<file path="src/rtl/move_sequencer.sv">
// Turn-based move sequencer for the board-update datapath.
// Serves the side to move, validates requests against the alive vectors,
// issues a one-cycle update enable and waits for the updater's done pulse.
// Then it checks for a captured king, toggles the turn and counts the move.
// Optional build macro MOVE_SEQ_OWN_SQUARE_CHECK_EN: also refuses a move onto
// a square held by another alive piece of the mover's own side.
module move_sequencer #(
  parameter int unsigned TIMEOUT      = 16,
  parameter int unsigned MC_W         = 10,
  parameter int unsigned FIRST_PLAYER = 1
) (
  input  logic            clk,
  input  logic            RST,
  input  logic            w_req_valid,
  input  logic [3:0]      w_req_piece,
  input  logic [5:0]      w_req_square,
  output logic            w_req_ack,
  output logic            w_req_rej,
  input  logic            b_req_valid,
  input  logic [3:0]      b_req_piece,
  input  logic [5:0]      b_req_square,
  output logic            b_req_ack,
  output logic            b_req_rej,
  output logic            upd_en,
  output logic            upd_player,
  output logic [3:0]      upd_piece,
  output logic [5:0]      upd_move,
  input  logic            upd_done,
  input  logic [15:0]     alive_w,
  input  logic [15:0]     alive_b,
  input  logic [95:0]     loc_w,
  input  logic [95:0]     loc_b,
  output logic            turn,
  output logic [MC_W-1:0] move_count,
  output logic            busy,
  output logic            game_over,
  output logic            winner,
  output logic            err
);

  localparam int unsigned CNT_W = (TIMEOUT > 2) ? $clog2(TIMEOUT) : 1;

  typedef enum logic [2:0] {
    S_IDLE  = 3'd0,
    S_ISSUE = 3'd1,
    S_WAIT  = 3'd2,
    S_CHECK = 3'd3,
    S_OVER  = 3'd4,
    S_ERROR = 3'd5
  } state_e;

  state_e            state_q, state_d;
  logic              turn_q, turn_d;
  logic [MC_W-1:0]   move_count_q, move_count_d;
  logic              upd_en_q, upd_en_d;
  logic              upd_player_q, upd_player_d;
  logic [3:0]        upd_piece_q, upd_piece_d;
  logic [5:0]        upd_move_q, upd_move_d;
  logic              w_ack_q, w_ack_d;
  logic              w_rej_q, w_rej_d;
  logic              b_ack_q, b_ack_d;
  logic              b_rej_q, b_rej_d;
  logic              busy_q, busy_d;
  logic              game_over_q, game_over_d;
  logic              winner_q, winner_d;
  logic              err_q, err_d;
  logic [CNT_W-1:0]  cnt_q, cnt_d;

  logic              req_valid;
  logic [3:0]        req_piece;
  logic [5:0]        req_square;
  logic [15:0]       own_alive;
  logic [15:0]       opp_alive;
  logic              req_legal;
  logic [CNT_W-1:0]  cnt_inc;

  // Select the request and alive vectors of the side to move.
  always_comb begin
    req_valid  = turn_q ? w_req_valid  : b_req_valid;
    req_piece  = turn_q ? w_req_piece  : b_req_piece;
    req_square = turn_q ? w_req_square : b_req_square;
    own_alive  = turn_q ? alive_w : alive_b;
    opp_alive  = turn_q ? alive_b : alive_w;
  end

`ifdef MOVE_SEQ_OWN_SQUARE_CHECK_EN
  logic [95:0] own_loc;
  assign own_loc = turn_q ? loc_w : loc_b;

  // Legal: moving piece alive and no other own alive piece on the target.
  always_comb begin
    req_legal = own_alive[req_piece];
    for (int k = 0; k < 16; k++) begin
      if ((4'(k) != req_piece) && own_alive[k] && (own_loc[6*k +: 6] == req_square)) begin
        req_legal = 1'b0;
      end
    end
  end
`else
  // Locations are not consulted in this build.
  logic unused_loc;
  assign unused_loc = ^{loc_w, loc_b};

  // Legal: moving piece is alive on its own side.
  always_comb begin
    req_legal = own_alive[req_piece];
  end
`endif

  assign cnt_inc = cnt_q + CNT_W'(1);

  // Next-state and registered-output logic.
  always_comb begin
    state_d      = state_q;
    turn_d       = turn_q;
    move_count_d = move_count_q;
    upd_en_d     = 1'b0;
    upd_player_d = upd_player_q;
    upd_piece_d  = upd_piece_q;
    upd_move_d   = upd_move_q;
    w_ack_d      = 1'b0;
    w_rej_d      = 1'b0;
    b_ack_d      = 1'b0;
    b_rej_d      = 1'b0;
    game_over_d  = game_over_q;
    winner_d     = winner_q;
    err_d        = err_q;
    cnt_d        = cnt_q;

    unique case (state_q)
      S_IDLE: begin
        // A request just refused is not looked at again in the rej cycle.
        if (req_valid && !(w_rej_q || b_rej_q)) begin
          if (req_legal) begin
            state_d      = S_ISSUE;
            upd_en_d     = 1'b1;
            upd_player_d = turn_q;
            upd_piece_d  = req_piece;
            upd_move_d   = req_square;
            w_ack_d      = turn_q;
            b_ack_d      = ~turn_q;
          end else begin
            w_rej_d = turn_q;
            b_rej_d = ~turn_q;
          end
        end
      end
      S_ISSUE: begin
        cnt_d   = '0;
        state_d = S_WAIT;
      end
      S_WAIT: begin
        // Error is decided in the last allowed cycle so err shows up
        // exactly TIMEOUT cycles after the issue cycle.
        if (upd_done) begin
          state_d = S_CHECK;
        end else begin
          cnt_d = cnt_inc;
          if (cnt_inc == CNT_W'(TIMEOUT - 1)) begin
            state_d = S_ERROR;
            err_d   = 1'b1;
          end
        end
      end
      S_CHECK: begin
        if (!opp_alive[0]) begin
          state_d     = S_OVER;
          game_over_d = 1'b1;
          winner_d    = turn_q;
        end else begin
          state_d = S_IDLE;
          turn_d  = ~turn_q;
          if (move_count_q != '1) begin
            move_count_d = move_count_q + MC_W'(1);
          end
        end
      end
      S_OVER:  state_d = S_OVER;
      S_ERROR: state_d = S_ERROR;
      default: state_d = S_IDLE;
    endcase

    busy_d = (state_d != S_IDLE);
  end

  // State and output registers with synchronous reset.
  always_ff @(posedge clk) begin
    if (RST) begin
      state_q      <= S_IDLE;
      turn_q       <= 1'(FIRST_PLAYER);
      move_count_q <= '0;
      upd_en_q     <= 1'b0;
      upd_player_q <= 1'b0;
      upd_piece_q  <= '0;
      upd_move_q   <= '0;
      w_ack_q      <= 1'b0;
      w_rej_q      <= 1'b0;
      b_ack_q      <= 1'b0;
      b_rej_q      <= 1'b0;
      busy_q       <= 1'b0;
      game_over_q  <= 1'b0;
      winner_q     <= 1'b0;
      err_q        <= 1'b0;
      cnt_q        <= '0;
    end else begin
      state_q      <= state_d;
      turn_q       <= turn_d;
      move_count_q <= move_count_d;
      upd_en_q     <= upd_en_d;
      upd_player_q <= upd_player_d;
      upd_piece_q  <= upd_piece_d;
      upd_move_q   <= upd_move_d;
      w_ack_q      <= w_ack_d;
      w_rej_q      <= w_rej_d;
      b_ack_q      <= b_ack_d;
      b_rej_q      <= b_rej_d;
      busy_q       <= busy_d;
      game_over_q  <= game_over_d;
      winner_q     <= winner_d;
      err_q        <= err_d;
      cnt_q        <= cnt_d;
    end
  end

  assign w_req_ack  = w_ack_q;
  assign w_req_rej  = w_rej_q;
  assign b_req_ack  = b_ack_q;
  assign b_req_rej  = b_rej_q;
  assign upd_en     = upd_en_q;
  assign upd_player = upd_player_q;
  assign upd_piece  = upd_piece_q;
  assign upd_move   = upd_move_q;
  assign turn       = turn_q;
  assign move_count = move_count_q;
  assign busy       = busy_q;
  assign game_over  = game_over_q;
  assign winner     = winner_q;
  assign err        = err_q;

endmodule

</file>
<file path="config.mk">
export PLATFORM = sky130hd
export DESIGN_NAME = move_sequencer
export DESIGN_NICKNAME = d
export VERILOG_FILES = /design/src/rtl/move_sequencer.sv
export SDC_FILE = /design/constraint.sdc
export NUM_CORES = 1
export LEC_CHECK = 0
export ABC_AREA = 1
export CAP_MARGIN = 20
export CORE_AREA = 2 2 107 109
export DETAILED_ROUTE_END_ITERATION = 6
export DIE_AREA = 0 0 109 111
export PLACE_DENSITY = 0.66
export SETUP_SLACK_MARGIN = 0.02
export SLEW_MARGIN = 10
export SYNTH_ARGS = -nofsm -noshare
export SYNTH_HDL_FRONTEND = slang
export SYNTH_SLANG_ARGS = --single-unit
</file>
<file path="constraint.sdc">
create_clock -name clk -period 2.06 [get_ports clk]
set_clock_uncertainty 0.05 [all_clocks]
set_input_delay 0.309 -clock clk [delete_from_list [all_inputs] [get_ports clk]]
set_output_delay 0.309 -clock clk [all_outputs]
set_load 0.03 [all_outputs]
</file>
======== Yosys cells after proc, flatten, opt, wreduce, memory -nomap -nowiden ========
Index checks and enable logic that the tools add are counted.
Widths: inputs -> output; s select.
storage, ports and cells
  bits in registers ....................... 38
  input bits .............................. 249
operators by class
  add/sub/neg operators ................... 2
  magnitude comparators ................... 1
  eq/ne operators ......................... 8
  muxes and demuxes ....................... 16
  bitwise logic cells ..................... 6
  reductions and logical operators ........ 15
operator list
  kind                   number
  $pmux 3 s6             1
  $mux 16                1
  $mux 3                 5
  $add 10x1->10 const B  1
  $ne 10x10->1 const B   1
  $reduce_and 3->1       3
  $mux 4                 2
  $pmux 4 s2             1
  $reduce_or 4->1        2
  $eq 3x2->1 const B     2
  $eq 3x3->1 const B     2
  $mux 6                 1
  $not 1->1              6
  $reduce_and 2->1       3
  $lt 4x5->1 const B     1
  $add 4x1->4 const B    1
  $bmux 1 s4             1
  $eq 4x4->1 const B     1
  $mux 1                 4
  $eq 3x1->1 const B     1
  $logic_not 3->1        1
  $reduce_bool 3->1      1
  $reduce_or 3->1        1
  $ne 2x2->1 const B     1
  4 further kinds        4

======== Depth between registers and ports, before layout ========
Gate-level depths: netlist of the first run.
  depth after elaboration ................. 7
  mapped depth ............................ 15

======== Least setup slack after synthesis of the first run ========
OpenSTA, ideal clock, no wires.
  path type ............................... reg-to-reg
  start point ............................. register move_count_q[0] (netlist: move_count[0])
  end point ............................... register move_count_q[3] (netlist: move_count[3])
  setup time .............................. 0.118 ns
  arrival time ............................ 1.732 ns
  data required time ...................... 1.892 ns
  setup slack ............................. 0.160 ns
  cell stages (with the launch flop) ...... 9
  buffers on the path ..................... 0
  period minus slack after synthesis ...... 1.900 ns
  path through ............................ dfxtp_1 -> ha_1 -> nand2_1 -> nor3_2 -> a31oi_4 -> inv_4 -> o21ai_1 -> nand2_1 -> nor2_1
on the way
  cells in the longest elaborated chain, start to end .. 2
  elaborated cells between the ends (all ways) .. 3
RTL lines
  item                                                                   line  text
  start, declared                                                        54    logic [MC_W-1:0] move_count_q, move_count_d;
  start signal, assigned                                                 208   move_count_q <= move_count_d;
  parallel branches: the longest is 2 deep, another holds $add 10x1->10  -
Several ways; the timed one is not identified.
A chain may end at the register's enable or synchronous reset.

======== Worst setup path in the final report of the first run ========
  start point ............................. register turn_q (netlist: turn)
  end point ............................... register upd_move_q[4] (netlist: upd_move[4])
on the way
  cells in the longest elaborated chain, start to end .. 4
  elaborated cells between the ends (all ways) .. 8
RTL lines
  item                                      line    text
  start, declared                           53      logic turn_q, turn_d;
  start signal, assigned                    190     turn_q <= 1'(FIRST_PLAYER);
  start signal, assigned                    207     turn_q <= turn_d;
  $mux 16 / $mux 4 (equally long branches)  82, 80
  $bmux 1 s4                                106     req_legal = own_alive[req_piece];
  $mux 1 (not written as such)              106
  $reduce_and 3->1 (no source line)         -
  end signal, assigned                      212     upd_move_q <= upd_move_d;
  end, declared                             58      logic [5:0] upd_move_q, upd_move_d;
Several ways; a longest one is shown, not always the timed one. The select of a mux whose other input is x is not followed.

==> impl_metrics.yaml, run 1 <==
finish:
  antenna_cells: 0
  drive_above_1_share_pct: 11.0
  multiInputGateArea_sq_mm: 0.00125
  synthToLayoutAreaGrowth_pct: 60.6
  fin_nets: 677
  seqCellArea_sq_um: 764
  fillers: 1159
detailed_routing:
  route.detailed.drc: 0
  wl_per_cell_um: 12.0
  drt-total-wl_um: 6830
  ant_nets: 0
  dr.pass1.iters: 4
  drtIter0Drc: 111
  viasPerCell: 4.29
  vias: 2441
logic_synthesis:
  synth_fp_nets: 577
  ys_top_cells_by_count: "nand2_1, dfxtp_1, nand3_1"
  ys_top_cells_by_area: "dfxtp_1, nand2_1, nand3_1, inv_1, nor2_1"
  synth_top_cell_area_share_pct: 34.5
  ys.warnings.count: 0
  synth-main-ff-cell: "dfxtp_1"
  avgSynthCellArea_sq_um: 6.79
  synth.most_common_cell: "nand2_1"
  synth_area_leader_cell: "dfxtp_1"
  ys_async_sr_fraction_pct: 0
  ys_seq_elements: 38
  synth_edf_count: 0
  yosys.cell_types.count: 39
  syn_area_sq_mm: 0.00221
  ys_seq_area_share_pct: 34.5
  synthCells: 325
global_route:
  grt_util_all_layers_pct: 11.5
  grt_overflow: 0
  grt_pass1_wl_um: 11100
  grt_pass1_vias: 2322
  antenna_found_initial: 0
  grt_max_degree: 33
power_and_ir_drop:
  power_frac_seq_pct: 37.9
  power_density_mw_per_mm2: 592
  leakagePower_uw: 0.00152
  p_total_uw: 2100
  pwr-share-clk_pct: 40.8
  ir_drop_mv: 0.286
  p_switching_uw: 533
  p_int_uw: 1570
  p_sw_share_pct: 25.4
  pwr-share-comb_pct: 21.3
placed_design:
  gp_congestion: 0.829
  portBuffers: 87
  place.detailed.hpwl_um: 5360
sta:
  timing.setup.tns_ns: 0
  setup_viol: 0
  rsz0062_at_grt: "no"
  slew_headroom_pct: 63.1
  fin_crit_ns: 1.88
  hold_ws_ns: 0.413
  worst_pin_slew_ns: 0.549
  max_freq_ghz: 0.533
  slew_viol_final: 0
  hold_viol: 0
  post-route-period-util_pct: 91.1
critical_path:
  r2r-start: "turn$_SDFFE_PP1P_"
  ff2ff_path_depth: 14
  cp.arrival_ns: 2.00
  crit_path_end_kind: "register"
  crit_type: "reg -> reg"
  cp-start-kind: "register"
  cp_max_fo: 28
  startpoint: "turn$_SDFFE_PP1P_"
  cp.required_ns: 2.18
floorplanning:
  dieHeight_um: 111
  die_area_sq_mm: 0.0121
  die_w_um: 109
  fp.coreArea_sq_mm: 0.0111
  start_util_pct: 19.9
  fp-row-count: 39
  num_io_pins: 280
clock_tree:
  clock_path_buffers: 2
  cts.sinks: 38
  worstSkewPairLatency_ns: 0.28
  cts_tree: "done"
  clk_pin_slew_ns: 0.06
  cts_inserted_buffers: 5
  htreeDepth: 2
  hold_buffers: 0
  ctsRootBufferMaster: "clkbuf_16"
flow_run:
  max-cap-violations: 0
min_path:
  hp-class: "reg -> reg"
  hold_path_depth: 2
  holdCritStartpoint: "upd_move[0]$_SDFFE_PP0P_"
outcome:
  status: "finished clean"
-- state kept, by name, indices dropped and copies added (netlist names), 3 cells and up --
register	flops
move_count	10
upd_move	6
upd_piece	4
state_q	3
cnt_q	4
-- through the flow --
stage | instances | setup WS [ns] | util [%] | area [sq um]
final | 569 | 0.183 | 32.0 | 3540
after global routing | 569 | 0.0360 | 32.0 | 3540
after global placement | 560 | -0.0156 | 30.1 | 3330
after detailed placement | 560 | -0.0491 | 30.1 | 3330
after CTS | 568 | 0.0741 | 31.6 | 3500
after floorplan | 325 | 0.160 | - | 2210
-- critical path: stages, from the launching register on --
cell and delay, ns:
dfxtp_4 0.36, buf_12 0.15, inv_12 0.12, nand2_1 0.10, nand2_4 0.11, nand2_1 0.07
nand2_1 0.06, nand2_1 0.05, nand3_1 0.08, nand3_1 0.10, nand2_2 0.14, nand2_2 0.10
buf_12 0.15, nand3_1 0.06, nand2_1 0.05
-- final cells by class --
class	count	area share, %
Clock buffer	5	3.53
Clock inverter	3	1.13
Inverter	28	3.39
Multi-Input combinational cell	246	35.2
Sequential cell	38	21.6
Tap cell	143	5.05
Timing Repair Buffer	106	30.1
-- layer usage --
| metal | vias up | track usage (%) | routed length (um) |
|---|---|---|---|
| li1 | 1258 | - | - |
| met1 | 1085 | 13.6 | 2920 |
| met2 | 78 | 19.0 | 3240 |
| met3 | 20 | 3.17 | 450 |
| met4 | 0 | 5.04 | 225 |
| met5 | - | 0 | 0 |
-- worst paths after layout --
path / slack, ns / end
worst max-delay path: 0.18 / upd_move[4]$_SDFFE_PP0P_
worst min-delay path: 0.41 / upd_move[0]$_SDFFE_PP0P_
worst max register to register: 0.18 / upd_move[4]$_SDFFE_PP0P_
worst min register to register: 0.41 / upd_move[0]$_SDFFE_PP0P_
-- repair_timing --
action                                  CTS  global route
endpoints found under the setup margin    0            14
resized for setup                         0             7
buffers inserted                          0             0
-- cell families after synthesis --
kind of cell               count (synthesis)  share of synthesized area, %
and+or+nand+nor                          206                          42.4
AOI/OAI and AO/OA                         32                          9.98
buffers and inverters                     41                          9.47
DFF                                       38                          34.5
adders and majority gates                  3                          1.70
xor gates and xnor gates                   5                          1.99
-- cells in the final DEF (no fill, tap or decap), types with 2 or more instances in the layout --
master / count
a21oi_1: 12
buf_12: 3
buf_4: 16
clkbuf_16: 6
clkdlybuf4s50_1: 86
clkinv_2: 2
dfxtp_1: 37
ha_1: 3
inv_1: 24
nand2_1: 120
nand2_2: 3
nand2_4: 3
nand3_1: 36
nand4_1: 12
nor2_1: 21
nor2_4: 2
nor3_1: 4
nor3_2: 2
o211a_1: 2
o21ai_0: 7
o21ai_1: 3
xnor2_1: 2
xor2_1: 3
-- power groups by stage --
| stage | logic (uW) | clock network [uW] | registers [uW] |
|---|---|---|---|
| final | 446 | 856 | 796 |
| after CTS | 448 | 878 | 797 |
| after detailed placement | 445 | 0 | 812 |
| after global routing | 488 | 903 | 800 |
| after floorplan | 164 | 0 | 857 |
| after global placement | 438 | 0 | 812 |
Note: power is estimated with default switching activity, not from simulation.
==> run 2: changes to the inputs <==
Settings changed: GPL_TIMING_DRIVEN set to 0.
==> impl_metrics.yaml, run 2 (synthesized netlist as in run 1, its figures left out) <==
sta:
  slew_viol_final: 0
  slew_headroom_pct: 59.7
  post-route-period-util_pct: 91.1
  hold_viol: 0
  max_freq_ghz: 0.533
  rsz0062_at_grt: "no"
  worst_pin_slew_ns: 0.604
  fin_crit_ns: 1.88
  setup_viol: 0
clock_tree:
  ctsRootBufferMaster: "clkbuf_16"
  hold_buffers: 0
  clk_pin_slew_ns: 0.06
  cts_tree: "done"
  cts_inserted_buffers: 5
  htreeDepth: 2
  cts.sinks: 38
  clock_path_buffers: 2
  worstSkewPairLatency_ns: 0.28
outcome:
  status: "finished clean"
detailed_routing:
  route.detailed.drc: 0
  drtIter0Drc: 214
  vias: 2451
  wl_per_cell_um: 12.8
  dr.pass1.iters: 4
  viasPerCell: 4.32
  drt-total-wl_um: 7240
  ant_nets: 0
finish:
  finalInstanceArea_sq_mm: 0.00345
  drive_above_1_share_pct: 8.96
  largest_reg_flops: 10
  layout_common_cells: "nand2_1, clkdlybuf4s50_1, dfxtp_1"
  post-route-util_pct: 31.2
  antenna_cells: 0
  mostFrequentLayoutCell: "nand2_1"
  synthToLayoutAreaGrowth_pct: 56.5
  fin_nets: 675
global_route:
  grt_pass1_wl_um: 11600
  grt_max_degree: 12
  antenna_found_initial: 0
  grt_util_all_layers_pct: 12.1
  grt_pass1_vias: 2447
  grt_overflow: 0
critical_path:
  slowest_stage: "dfxtp_1"
  max_stage_delay_ns: 0.46
  crit_type: "reg -> reg"
  crit_top_cell: "nand2_1"
  crit_path_end_kind: "register"
  cp-start-kind: "register"
  crit_path_cell_trace: "ha_1 > nand2_1 > nor3_4 > a31oi_4 > inv_4 > o21ai_1 > nand2_1 > nor2_1"
  r2r-start: "move_count[0]$_SDFFE_PP0P_"
  cp.required_ns: 2.18
  cp_max_fo: 10
  r2r-end: "move_count[3]$_SDFFE_PP0P_"
  cp.arrival_ns: 2.00
  ff2ff_path_depth: 8
  r2r_setup_slack_ns: 0.18
placed_design:
  place.detailed.hpwl_um: 5690
  portBuffers: 87
  dpl-instance-area_sq_mm: 0.00326
  gp_congestion: 0.831
floorplanning:
  fp-row-count: 39
  start_util_pct: 19.9
  die_area_sq_mm: 0.0121
  num_io_pins: 280
  die_w_um: 109
  dieHeight_um: 111
  fp.coreArea_sq_mm: 0.0111
power_and_ir_drop:
  power_density_mw_per_mm2: 577
  ir_drop_mv: 0.404
  leakagePower_uw: 0.00148
  p_total_uw: 1990
min_path:
  whs_endpoint: "upd_piece[0]$_SDFFE_PP0P_"
  hold_path_depth: 2
  hp-class: "reg -> reg"
  holdCritStartpoint: "upd_piece[0]$_SDFFE_PP0P_"
flow_run:
  max-cap-violations: 0
==> run 2: cell count changes in the layout (fill, tap and decap cells not counted), moves of 2 or more <==
cell and delta:
buf_4 -12, clkbuf_1 +5, buf_12 -3, buf_2 +3
buf_6 +2, buf_8 +2, nand2_4 -2
==> run 2: timing repair <==
| action | in CTS | in global routing |
|---|---|---|
| resized for setup | 0 | 5 |
| endpoints found under the setup margin | 0 | 18 |
| buffers inserted | 0 | 3 |
==> run 2: per-stage QoR <==
stage	hold WS (ns)	worst slack, ns	instances	setup TNS (ns)
6_report	0.418	0.184	567	0
3_5_place_dp	0.409	-0.150	555	-1.67
4_1_cts	0.421	0.0700	563	0
3_3_place_gp	0.404	-0.0823	555	-0.849
2_1_floorplan	0.343	0.160	325	0
5_1_grt	0.441	0.0139	567	0
==> run 2: layout make-up <==
type / count / area [sq um]
plain buffers: 13 / 96.3
clock buffers: 7 / 143
clock inverters: 1 / 5.00
fillers: 1155 / 7620
inverters: 28 / 115
multi-input cells: 246 / 1250
flip-flops and latches: 38 / 762
well taps: 143 / 179
repair buffers: 91 / 898
==> run 2: report_power, final <==
part           internal [uW]  switching (uW)
combinational            206             215
sequential               771            26.4
clock                    480             295
==> run 2: worst max-delay path by stage <==
stage                            endpoint  slack, ns                       start
2_1_floorplan  move_count[3]$_SDFFE_PP0P_       0.16  move_count[0]$_SDFFE_PP0P_
3_3_place_gp     upd_move[3]$_SDFFE_PP0P_      -0.08              b_req_piece[1]
3_5_place_dp     upd_move[2]$_SDFFE_PP0P_      -0.15              b_req_piece[1]
4_1_cts          upd_move[2]$_SDFFE_PP0P_       0.07           turn$_SDFFE_PP1P_
5_1_grt        move_count[2]$_SDFFE_PP0P_       0.01  move_count[0]$_SDFFE_PP0P_
6_report       move_count[3]$_SDFFE_PP0P_       0.18  move_count[0]$_SDFFE_PP0P_
==> run 2: metal layers <==
layer	GRT usage (%)	wire length (um)
met5	0	0
met3	3.47	468
met2	20.3	3500
met4	4.27	158
met1	14.4	3110
==> run 2: critical path: cells and delay by family (launching register included) <==
family                   cells  cell delay [ns]
buffers and inverters        1             0.17
AO/OA/AOI/OAI                2             0.28
adder cells (fa/ha/maj)      1             0.21
AND/OR/NAND/NOR              4             0.60
flip-flops                   1             0.46
